**config.mk**
```make
export PLATFORM = sky130hd
export DESIGN_NAME = mips_muldiv_unit
export DESIGN_NICKNAME = d
export VERILOG_FILES = /design/src/rtl/mips_muldiv_unit.sv
export SDC_FILE = /design/constraint.sdc
export NUM_CORES = 1
export LEC_CHECK = 0
export ABC_AREA = 1
export CAP_MARGIN = 10
export CORE_UTILIZATION = 45
export DETAILED_ROUTE_END_ITERATION = 8
export GPL_TIMING_DRIVEN = 0
export SLEW_MARGIN = 40
export SYNTH_ARGS = -nofsm -noshare
export SYNTH_HDL_FRONTEND = slang
export SYNTH_SLANG_ARGS = --single-unit
export TNS_END_PERCENT = 30
```
**constraint.sdc**
```tcl
create_clock -name clk -period 7.9 [get_ports clk]
set_input_delay 0.79 -clock clk [delete_from_list [all_inputs] [get_ports clk]]
set_output_delay 0.79 -clock clk [all_outputs]
set_load 0.01 [all_outputs]
```
**src/rtl/mips_muldiv_unit.sv**
```systemverilog
// MIPS HI/LO multiply-divide unit: 33-cycle iterative MULT/MULTU/DIV/DIVU
// with MTHI/MTLO write access while idle.
module mips_muldiv_unit (
    input  logic        clk,
    input  logic        rst,
    input  logic        start,
    input  logic [1:0]  op,
    input  logic [31:0] operand_a,
    input  logic [31:0] operand_b,
    input  logic        hi_we,
    input  logic        lo_we,
    input  logic [31:0] wr_data,
    output logic        busy,
    output logic        done,
    output logic [31:0] hi,
    output logic [31:0] lo
);
    typedef enum logic [1:0] {
        IDLE   = 2'd0,
        RUN    = 2'd1,
        FINISH = 2'd2
    } state_t;

    state_t      state_r;
    logic [1:0]  op_r;
    logic [31:0] mag_a_r;
    logic [31:0] mag_b_r;
    logic        sign_a_r;
    logic        sign_b_r;
    logic [5:0]  cnt_r;
    logic [63:0] acc_r;

    logic [32:0] mul_sum_s;
    logic [64:0] div_shift_s;
    logic [32:0] div_trial_s;
    logic [63:0] acc_next_s;
    logic        neg_s;
    logic [63:0] prod_s;
    logic [31:0] quot_s;
    logic [31:0] rem_s;
    logic [31:0] orig_a_s;
    logic [31:0] res_hi_s;
    logic [31:0] res_lo_s;
    logic        sgn_a_s;
    logic        sgn_b_s;
    logic [31:0] in_mag_a_s;
    logic [31:0] in_mag_b_s;

    function automatic logic [31:0] abs32(input logic [31:0] v, input logic is_signed);
        return (is_signed && v[31]) ? (32'd0 - v) : v;
    endfunction

    // Operand magnitudes and sign flags captured on an accepted start
    always_comb begin
        sgn_a_s    = ~op[0] & operand_a[31];
        sgn_b_s    = ~op[0] & operand_b[31];
        in_mag_a_s = abs32(operand_a, ~op[0]);
        in_mag_b_s = abs32(operand_b, ~op[0]);
    end

    // One shift-add (multiply) or restoring shift-subtract (divide) step.
    // Multiply keeps the multiplier in acc[31:0]; divide keeps {remainder, quotient}.
    always_comb begin
        mul_sum_s   = {1'b0, acc_r[63:32]} + (acc_r[0] ? {1'b0, mag_a_r} : 33'd0);
        div_shift_s = {acc_r, 1'b0};
        div_trial_s = div_shift_s[64:32] - {1'b0, mag_b_r};
        acc_next_s  = acc_r;
        if (op_r[1]) begin
            if (div_trial_s[32]) begin
                acc_next_s = div_shift_s[63:0];
            end else begin
                acc_next_s = {div_trial_s[31:0], div_shift_s[31:1], 1'b1};
            end
        end else begin
            acc_next_s = {mul_sum_s, acc_r[31:1]};
        end
    end

    // Sign correction and divide-by-zero override of the final accumulator
    always_comb begin
        neg_s    = sign_a_r ^ sign_b_r;
        prod_s   = neg_s ? (64'd0 - acc_r) : acc_r;
        quot_s   = neg_s ? (32'd0 - acc_r[31:0]) : acc_r[31:0];
        rem_s    = sign_a_r ? (32'd0 - acc_r[63:32]) : acc_r[63:32];
        orig_a_s = sign_a_r ? (32'd0 - mag_a_r) : mag_a_r;
        if (!op_r[1]) begin
            res_hi_s = prod_s[63:32];
            res_lo_s = prod_s[31:0];
        end else if (mag_b_r == 32'd0) begin
            res_hi_s = orig_a_s;
            res_lo_s = 32'hFFFF_FFFF;
        end else begin
            res_hi_s = rem_s;
            res_lo_s = quot_s;
        end
    end

    // Control FSM, datapath registers and HI/LO architectural state
    always_ff @(posedge clk or posedge rst) begin
        if (rst) begin
            state_r  <= IDLE;
            op_r     <= 2'd0;
            mag_a_r  <= 32'd0;
            mag_b_r  <= 32'd0;
            sign_a_r <= 1'b0;
            sign_b_r <= 1'b0;
            cnt_r    <= 6'd0;
            acc_r    <= 64'd0;
            busy     <= 1'b0;
            done     <= 1'b0;
            hi       <= 32'd0;
            lo       <= 32'd0;
        end else begin
            done <= 1'b0;
            case (state_r)
                IDLE: begin
                    if (start) begin
                        op_r     <= op;
                        mag_a_r  <= in_mag_a_s;
                        mag_b_r  <= in_mag_b_s;
                        sign_a_r <= sgn_a_s;
                        sign_b_r <= sgn_b_s;
                        cnt_r    <= 6'd0;
                        acc_r    <= {32'd0, (op[1] ? in_mag_a_s : in_mag_b_s)};
                        busy     <= 1'b1;
                        state_r  <= RUN;
                    end else begin
                        if (hi_we) begin
                            hi <= wr_data;
                        end
                        if (lo_we) begin
                            lo <= wr_data;
                        end
                    end
                end
                RUN: begin
                    acc_r <= acc_next_s;
                    cnt_r <= cnt_r + 6'd1;
                    if (cnt_r == 6'd31) begin
                        state_r <= FINISH;
                    end
                end
                FINISH: begin
                    hi      <= res_hi_s;
                    lo      <= res_lo_s;
                    done    <= 1'b1;
                    busy    <= 1'b0;
                    state_r <= IDLE;
                end
                default: begin
                    busy    <= 1'b0;
                    state_r <= IDLE;
                end
            endcase
        end
    end
endmodule

```
==> impl_metrics.csv <==
group,metric,value,unit
placement,dpl-instance-area,0.0236,mm^2
setup_path,crit_family,"simple AND/OR/NAND/NOR gates",
detailed_routing,num_vias,26200,
synthesis,muxShareOfSynthArea,0,%
synthesis,synth_xor_area_share,3.95,%
clock_network,cts.htree.levels,1,
synthesis,synthAdderAreaFrac,4.34,%
sta,slew-limit-headroom,39.4,%
synthesis,yosysTopAreaCell,"dfrtp_1",
cells_and_area,instances_no_fill,4479,
synthesis,syn_avg_cell_area,5.76,um^2
power,vdd.ir_drop.worst,0.221,mV
synthesis,synth_compound_area_share,13.3,%
synthesis,synth_ff_type,"dfrtp_1",
synthesis,synth-seq-cells,205,
detailed_routing,dr.pass1.iters,9,
sta,rsz0062_at_grt,"false",
sta,max_freq,257,MHz
setup_path,slowest_delay,0.51,ns
sta,worst_slew_pin_slew,0.910,ns
synthesis,synth_cell_types,50,
sta,setup_ws,4.01,ns
clock_network,postCtsSetupRepairBufs,0,
setup_path,crit_required,8.35,ns
global_route,antenna_found_initial,1,
cells_and_area,final_cell_mix,"1,173 x nand2_1, 476 x inv_1, 446 x nor2_1",
setup_path,path_class,"reg -> reg",
floorplanning,die_w,218,um
setup_path,crit_arrival,4.34,ns
global_route,grtUsageMet3,9.99,%
synthesis,synth_top_area_share,24.3,%
cells_and_area,register_area,0.00513,mm^2
setup_path,reg2reg_to,"acc_r[49]",
floorplanning,start_util,46.1,%
clock_network,clk_latency,0.59,ns
synthesis,async_flop_share,100,%
synthesis,yosysWarnings,0,
synthesis,synthSimpleGateAreaFrac,42.5,%
sta,setup_tns,0,ns
global_route,busiest_layer,"met2",
global_route,grt_overflow,0,
setup_path,critPathLaunchType,"flip-flop",
global_route,grt_pass1_wl,150,mm
cells_and_area,multi_input_area,0.0135,mm^2
global_route,grt_usage,42.2,%
global_route,grt_max_degree,73,
clock_network,cts_tree,"yes",
floorplanning,dieArea,0.0477,mm^2
power,p_total,12.5,mW
outcome,status,"completed",
sta,skew,0.0277,ns
clock_network,path_clk_slew,0.06,ns
synthesis,synth_nets,3837,
setup_path,path_max_fanout,10,
synthesis,netlist_instances,3662,
hold_path,worstHoldPathCells,1,
synthesis,synth_top_family_by_area,"simple AND/OR/NAND/NOR gates",
global_route,use_met1,57.2,%
sta,hold_ws,0.449,ns
setup_path,ff2ff_path_depth,19,
cells_and_area,drive_above_1_share,4.38,%
setup_path,cp-end-kind,"flip-flop",
sta,slew_viol_final,0,
synthesis,synth_area,0.0211,mm^2
power,p_per_area,509,mW/mm^2
sta,fin_crit,3.89,ns
flow_run,maxCapViolations,0,
placement,gp_congestion,1.09,
power,p_leak,12.3,nW
global_route,grt_pass1_vias,23800,
cells_and_area,final.fill_count,4838,
cells_and_area,design_area,0.0245,mm^2
detailed_routing,drc,0,
setup_path,cp_slowest_cell,"clkbuf_1",
detailed_routing,vias_per_cell,5.84,
placement,io_buffers,167,
synthesis,synth_area_leaders,"dfrtp_1 24%, nand2_1 21%, nand3_1 9.3%",
clock_network,cts_hold_buf,0,
setup_path,worst-path-buf-inv,5,
detailed_routing,post_drt_wl_per_cell,22.8,um
floorplanning,core_region_area,0.0458,mm^2
global_route,grt_util_met2,62.4,%
cells_and_area,fin_nets,4035,
hold_path,hp-class,"reg -> reg",
synthesis,synth_seq_area_share,24.3,%
clock_network,cts_max_path_buffers,3,
detailed_routing,drt-total-wl,102,mm
cells_and_area,syn_to_final_growth,16.4,%
setup_path,crit_path_frequent_cell,"nand2_1",
placement,dp_hpwl,83.8,mm
clock_network,cts_made_buffers,26,
hold_path,hold_path_end,"state_r[1]",
placement,place_ws,4.22,ns
sta,hold_viol,0,
clock_network,cts_num_sinks,205,
setup_path,r2r_setup_slack,4.01,ns
sta,finalCritPeriodShare,49.2,%
cells_and_area,diodes,0,
floorplanning,fp-row-count,78,
placement,dpl.cell_count,4432,
detailed_routing,drt_iter0_drc,3431,
detailed_routing,ant_nets,0,
floorplanning,die_h,218,um
sta,setup_viol,0,
synthesis,synth_edf_count,0,
cells_and_area,final_common_cell,"nand2_1",
hold_path,worstHoldStart,"cnt_r[5]",
floorplanning,io_pins,169,
cells_and_area,postLayoutCoreUtil,53.6,%
clock_network,ctsResizeCount,0,
setup_path,crit_chain,"buf_2, clkbuf_1, nand2_1, inv_1, ha_1, inv_1, fa_1, o21ai_1, nand2_1, nand2_1, nand2_1, nand2_1, nand3_1, nand3_1, nand3_1, nand2_1, inv_1, nand2_1, nand2_1",
setup_path,r2r-start,"acc_r[0]",
clock_network,root_buffer,"clkbuf_16",
-- state kept, by name, indices dropped and copies added, names as in the netlist, 2 cells and up --
register / count
acc_r: 64
cnt_r: 6
hi: 32
lo: 32
mag_a_r: 32
mag_b_r: 32
state_r: 2
-- area by class of cell --
cell class	count	area share, %
Timing Repair Buffer	170	7.15
Tap cell	600	3.06
Multi-Input combinational cell	2835	55.1
Inverter	486	7.46
Clock buffer	31	2.85
Clock inverter	16	0.933
Buffer	136	2.57
Sequential cell	205	20.9
-- how the worst max path moves through the flow --
stage	start	endpoint	slack (ns)	cells after the start
finish	acc_r[0]	acc_r[49]	4.01	19
global route	acc_r[0]	acc_r[49]	3.80	19
floorplan	rst	acc_r[0]	1.51	1
CTS	acc_r[0]	acc_r[49]	4.19	19
detailed placement	acc_r[0]	acc_r[49]	4.22	19
global placement	rst	mag_b_r[10]	-1.38	2
-- cell usage after synthesis, drive strengths merged, types with 26 or more instances --
cell,number
a21oi,187
a31oi,26
buf,54
clkbuf,82
dfrtp,205
ha,70
inv,485
nand2,1196
nand3,403
nand4,34
nor2,465
o211ai,28
o21ai,235
xor2,80
-- kinds of logic (layout without fill, tap and decap cells) --
family          after synthesis  in the layout
compound gates              517            517
xor+xnor                     95             95
fa+ha+maj                    72             72
buf+inv                     622            839
flops                       205            205
simple gates               2151           2151
-- metal layers --
metal  wire length, um  part of all wire (%)  vias to the layer above
li1                  -                     -                    12100
met3             12600                    12                      281
met5                19                 0.019                        -
met1             41100                    40                    12200
met4              6050                   5.9                        2
met2             42200                    41                     1653
-- report_power, final --
group / internal, mW / switching, mW / total, mW
combinational: 2.85 / 5.93 / 8.77
sequential: 1.58 / 0.816 / 2.40
clock: 0.772 / 0.538 / 1.31
total: 5.20 / 7.28 / 12.5
-- worst reg2reg max path, stage by stage (launching register included) --
cell and delay (ns):
dfrtp_1 0.31, buf_2 0.28, clkbuf_1 0.51, nand2_1 0.11
inv_1 0.08, ha_1 0.19, inv_1 0.07, fa_1 0.41
o21ai_1 0.41, nand2_1 0.09, nand2_1 0.33, nand2_1 0.13
nand2_1 0.14, nand3_1 0.10, nand3_1 0.10, nand3_1 0.21
nand2_1 0.13, inv_1 0.05, nand2_1 0.05, nand2_1 0.05
Note: power is estimated with default switching activity, not from simulation.
